$ cat src/rtl/led_fader.sv
`default_nettype none
// ============================================================================
// Module   : led_fader
// Brief    : Per-channel LED brightness ramping with a shared fade prescaler
//            and a shared PWM counter. A fade bypass snaps brightness
//            straight to the on/off target.
// Revision : 1.0 - initial release
// ============================================================================
module led_fader #(
    parameter int NLEDS = 8,
    parameter int BW    = 8,
    parameter int DIVW  = 16,
    parameter int RISE  = 4,
    parameter int FALL  = 2
) (
    input  logic             i_clk,
    input  logic             i_reset,
    input  logic [NLEDS-1:0] i_led,
    input  logic             i_fade_en,
    output logic [NLEDS-1:0] o_led,
    output logic             o_busy
);

    localparam logic [BW-1:0] c_fs   = {BW{1'b1}};
    localparam logic [BW:0]   c_rise = (BW+1)'(RISE);
    localparam logic [BW-1:0] c_fall = BW'(FALL);

    logic [DIVW-1:0]            r_div;
    logic [BW-1:0]              r_pwm;
    logic                       w_tick;
    logic [NLEDS-1:0][BW-1:0]   r_bright;
    logic [NLEDS-1:0][BW-1:0]   w_next;
    logic [NLEDS-1:0][BW-1:0]   w_target;
    logic [NLEDS-1:0][BW:0]     w_rise_sum;
    logic [NLEDS-1:0]           w_diff;

    // One fade step per full wrap of the prescaler.
    assign w_tick = &r_div;

    // Free-running prescaler and PWM counters, shared by all channels.
    always_ff @(posedge i_clk or posedge i_reset) begin
        if (i_reset) begin
            r_div <= '0;
            r_pwm <= '0;
        end else begin
            r_div <= r_div + 1'b1;
            r_pwm <= r_pwm + 1'b1;
        end
    end

    // Next brightness per channel: snap in bypass, otherwise saturating step on tick.
    always_comb begin
        for (int k = 0; k < NLEDS; k++) begin
            w_target[k]   = i_led[k] ? c_fs : '0;
            // One extra bit so the rising sum can be clamped instead of wrapping.
            w_rise_sum[k] = {1'b0, r_bright[k]} + c_rise;
            w_diff[k]     = (r_bright[k] != w_target[k]);
            if (!i_fade_en) begin
                w_next[k] = w_target[k];
            end else if (!w_tick) begin
                w_next[k] = r_bright[k];
            end else if (i_led[k]) begin
                w_next[k] = (w_rise_sum[k] > {1'b0, c_fs}) ? c_fs : w_rise_sum[k][BW-1:0];
            end else begin
                // Compare first so the falling ramp floors at zero.
                w_next[k] = (r_bright[k] > c_fall) ? (r_bright[k] - c_fall) : '0;
            end
        end
    end

    // Brightness registers, PWM compare outputs and busy flag.
    always_ff @(posedge i_clk or posedge i_reset) begin
        if (i_reset) begin
            r_bright <= '0;
            o_led    <= '0;
            o_busy   <= 1'b0;
        end else begin
            r_bright <= w_next;
            o_busy   <= |w_diff;
            for (int k = 0; k < NLEDS; k++) begin
                // Full scale is forced high so the output never dips at PWM wrap.
                o_led[k] <= (r_bright[k] == c_fs) || (r_pwm < r_bright[k]);
            end
        end
    end

endmodule
`default_nettype wire

$ cat config.mk
export PLATFORM = sky130hd
export DESIGN_NAME = led_fader
export DESIGN_NICKNAME = d
export VERILOG_FILES = /design/src/rtl/led_fader.sv
export SDC_FILE = /design/constraint.sdc
export NUM_CORES = 1
export LEC_CHECK = 0
export ABC_AREA = 1
export CAP_MARGIN = 25
export CELL_PAD_IN_SITES_DETAIL_PLACEMENT = 0
export CELL_PAD_IN_SITES_GLOBAL_PLACEMENT = 1
export CORE_ASPECT_RATIO = 0.8
export CORE_UTILIZATION = 25
export CTS_CLUSTER_DIAMETER = 150
export DETAILED_ROUTE_END_ITERATION = 10
export GPL_TIMING_DRIVEN = 0
export PLACE_DENSITY_LB_ADDON = 0.1
export SLEW_MARGIN = 20
export SYNTH_ARGS = -nofsm -noshare
export SYNTH_HDL_FRONTEND = slang
export SYNTH_SLANG_ARGS = --single-unit
export TNS_END_PERCENT = 100
$ cat constraint.sdc
create_clock -name i_clk -period 7.7 [get_ports i_clk]
set_input_delay 1.54 -clock i_clk [delete_from_list [all_inputs] [get_ports i_clk]]
set_output_delay 1.54 -clock i_clk [all_outputs]
set_load 0.02 [all_outputs]
==> results.md <==
- Port buffer count: 13
- Setup TNS: 0 ps
- Max-Slew Margin vs Limit: 36.24%
- Mapped Nets: between 1000 and 1500
- WS Path Type: in -> reg
- Fin crit share: 44.63%
- Vias in the first global route: 8313
- Hold-fix buffers, CTS: 0
- P&R area growth vs syn: 11.81%
- Gpl congestion: 0.8173
- Vias: between 8000 and 9000
- Clk_lat worst skew: ~380 ps
- Power Density: 170.2 nW/um2
- Sequential area share after synthesis: 26.58%
- Crit path required time: 7940 ps
- Max Slew Vio Count: 0
- Clk buf depth: 2
- Grt ovf: 0
- Worst hold path type: reg -> reg
- DRC Markers: 0
- Rows: just over 60
- Max Freq: 291.0 MHz
- Final Hold Fails: 0
- VDD IR-drop max: 114.5 uV
- Hpwl dp: 24.22 mm
- Synthesized instance count: 1342
- DR iter-0 viols: 549
- Reg2reg end: r_bright[30]
- Type of origin of the critical path: primary input
- Tightest Pin Transition: 956.3 ps
- First-pass GRT wire length: between 50 and 60 mm
- IO Count: 20
- Max Cap Viol: 0
- CTS tree: yes
- Area of the die: 37300 um2
- Initial Util: approximately a quarter
- Final min period: 3437 ps
- Hold worst-path end: r_div[0]
- Post_cts resized: 0
- Die span in x: 215.7 um
- Status: finished, final reports clean
- Worst r2r src: r_div[0]
- Final setup viols: 0
- Post-route ant nets: 0
- Final wirelength: 33.09 mm
- Antenna violations before repair: 0
- Nets: 1486
- Pleak: between 5 and 6 nW
- Hold Crit Depth: 1
- WL/cell: 17.86 um
- Crit-path max FO: 8
- FF-to-FF path depth: 9
- Worst Setup End Kind: flip-flop
- CTS root buf: clkbuf_16
- Die Y: 173.0 um
- Drt first pass iters: 8
- Ant. Diodes: 0
- Postcts setup bufs: 0
- Via density: 4.652
- Hold_sp: r_div[0]
- Share of cells above drive strength 1: 4.224%
- Clock skew: 13.78 ps
- CTS H-tree depth: 3
- Min Hold Slack: roughly 460 ps
- Mapped Avg Cell Area: a little under 7 um2
- Pin count of the biggest net entering global routing: 56
- FF+latch count, synth: 97
- Minimum setup slack among reg-to-reg paths: 5350 ps
- Clock sink count: 97
- Synth warn: 0
- Core Area: 35920 um2
- Setup repair after global routing missed its margin: false
- CTS Buf Count: 9
- Post-Syn Area: 9133 um2
- CP Data Arrival Time: 3680 ps
- Netlist cell types: 36
- GRT Overall Usage: around 18%
- Worst-path clk slew: 80 ps
==> where the power goes <==
part / leakage (nW) / internal, mW / switching, mW
sequential: 1.16 / 0.561 / 0.0636
combinational: 3.80 / 0.217 / 0.406
clock: 0.140 / 0.254 / 0.236
==> sequential cells by signal, summed over array words and instances, names as in the netlist <==
register  flops
r_div        16
o_led         8
r_bright     64
r_pwm         8
o_busy        1
==> cell usage in the layout (no fill, tap or decap), drive strengths merged, types with 4 or more instances in the layout <==
| cell type | count |
|---|---|
| o21ai | 91 |
| nand3 | 113 |
| clkbuf | 24 |
| o211ai | 9 |
| nor2 | 129 |
| a21oi | 62 |
| o22ai | 7 |
| clkdlybuf4s50 | 13 |
| xor2 | 57 |
| nand2 | 347 |
| nand4 | 35 |
| a22oi | 4 |
| buf | 35 |
| nor3 | 21 |
| ha | 106 |
| dfrtp | 97 |
| inv | 171 |
| xnor2 | 29 |
==> metal layers <==
layer	vias up	wire length (um)	track usage (%)	share of wire [%]
met5	-	0	0	0
met4	0	232	3.103	0.70
met3	12	1089	2.410	3.3
met2	139	13860	27.18	42
met1	4039	17910	27.84	54
li1	4430	-	-	-
==> logic make-up (layout without fill, tap and decap cells) <==
kind of cell / count (synthesis) / in the layout / share of synthesized area (%)
buf+inv: 215 / 246 / 9.672
xor+xnor: 86 / 86 / 8.248
compound gates: 184 / 184 / 10.84
fa+ha+maj: 106 / 106 / 14.52
flops: 97 / 97 / 26.58
simple gates: 654 / 654 / 30.14
==> synthesized netlist by cell type (all sizes together) <==
| master | n | area [um2] |
|---|---|---|
| nand2 | 347 | 1303 |
| inv | 169 | 634.4 |
| nor2 | 129 | 489.2 |
| nand3 | 113 | 565.5 |
| ha | 106 | 1326 |
| dfrtp | 97 | 2427 |
| o21ai | 91 | 455.4 |
| a21oi | 62 | 310.3 |
| xor2 | 57 | 499.2 |
| nand4 | 35 | 219.0 |
| buf | 32 | 193.9 |
| xnor2 | 29 | 254.0 |
| nor3 | 21 | 115.1 |
| clkbuf | 14 | 55.05 |
| o211ai | 9 | 67.56 |
| o22ai | 7 | 43.79 |
| a22oi | 4 | 30.03 |
| a31oi | 3 | 18.77 |
| nand3b | 3 | 22.52 |
| nor4 | 3 | 18.77 |
| o31ai | 3 | 22.52 |
| o32ai | 2 | 17.52 |
| a211oi | 1 | 7.510 |
| and2 | 1 | 6.260 |
| nand2b | 1 | 6.260 |
| nor3b | 1 | 7.510 |
| o21a | 1 | 7.510 |
| o41ai | 1 | 8.760 |
==> worst max-delay path, stage by stage <==
cell and delay [ps]:
clkdlybuf4s50_1 680, inv_1 190, o41ai_1 830, nand2_1 120, nor2_1 200, nand2_1 120
==> metrics by stage <==
step	setup slack, ps	power [mW]	std cells	util, %	instance area, um2
3_3_place_gp	1274	1.260	1835	27.46	9863
3_5_place_dp	3859	1.255	1837	27.58	9907
4_1_cts	4265	1.764	1852	28.40	10200
6_report	4263	1.738	1853	28.43	10210
5_1_grt	4162	1.878	1853	28.43	10210
2_1_floorplan	3626	1.067	1342	-	9133
==> cell type report <==
type | instances | area, um2
plain buffers | 46 | 249.0
repair buffers | 16 | 180.2
fillers | 4036 | 25710
inverters | 169 | 639.4
well taps | 480 | 600.6
clock inverters | 5 | 63.81
flip-flops and latches | 97 | 2427
multi-input cells | 1030 | 5822
clock buffers | 10 | 229.0
==> how the worst max path moves through the flow <==
stage	startpoint	end	slack (ps)	depth (start not counted)
final	i_led[0]	o_busy	4260	6
after global routing	i_led[0]	o_busy	4160	6
after CTS	i_led[0]	o_busy	4270	6
after detailed placement	i_led[0]	o_busy	3860	6
after global placement	i_reset	r_bright[15]	1270	2
after floorplan	i_reset	o_busy	3630	1
Note: power is estimated with default switching activity, not from simulation.
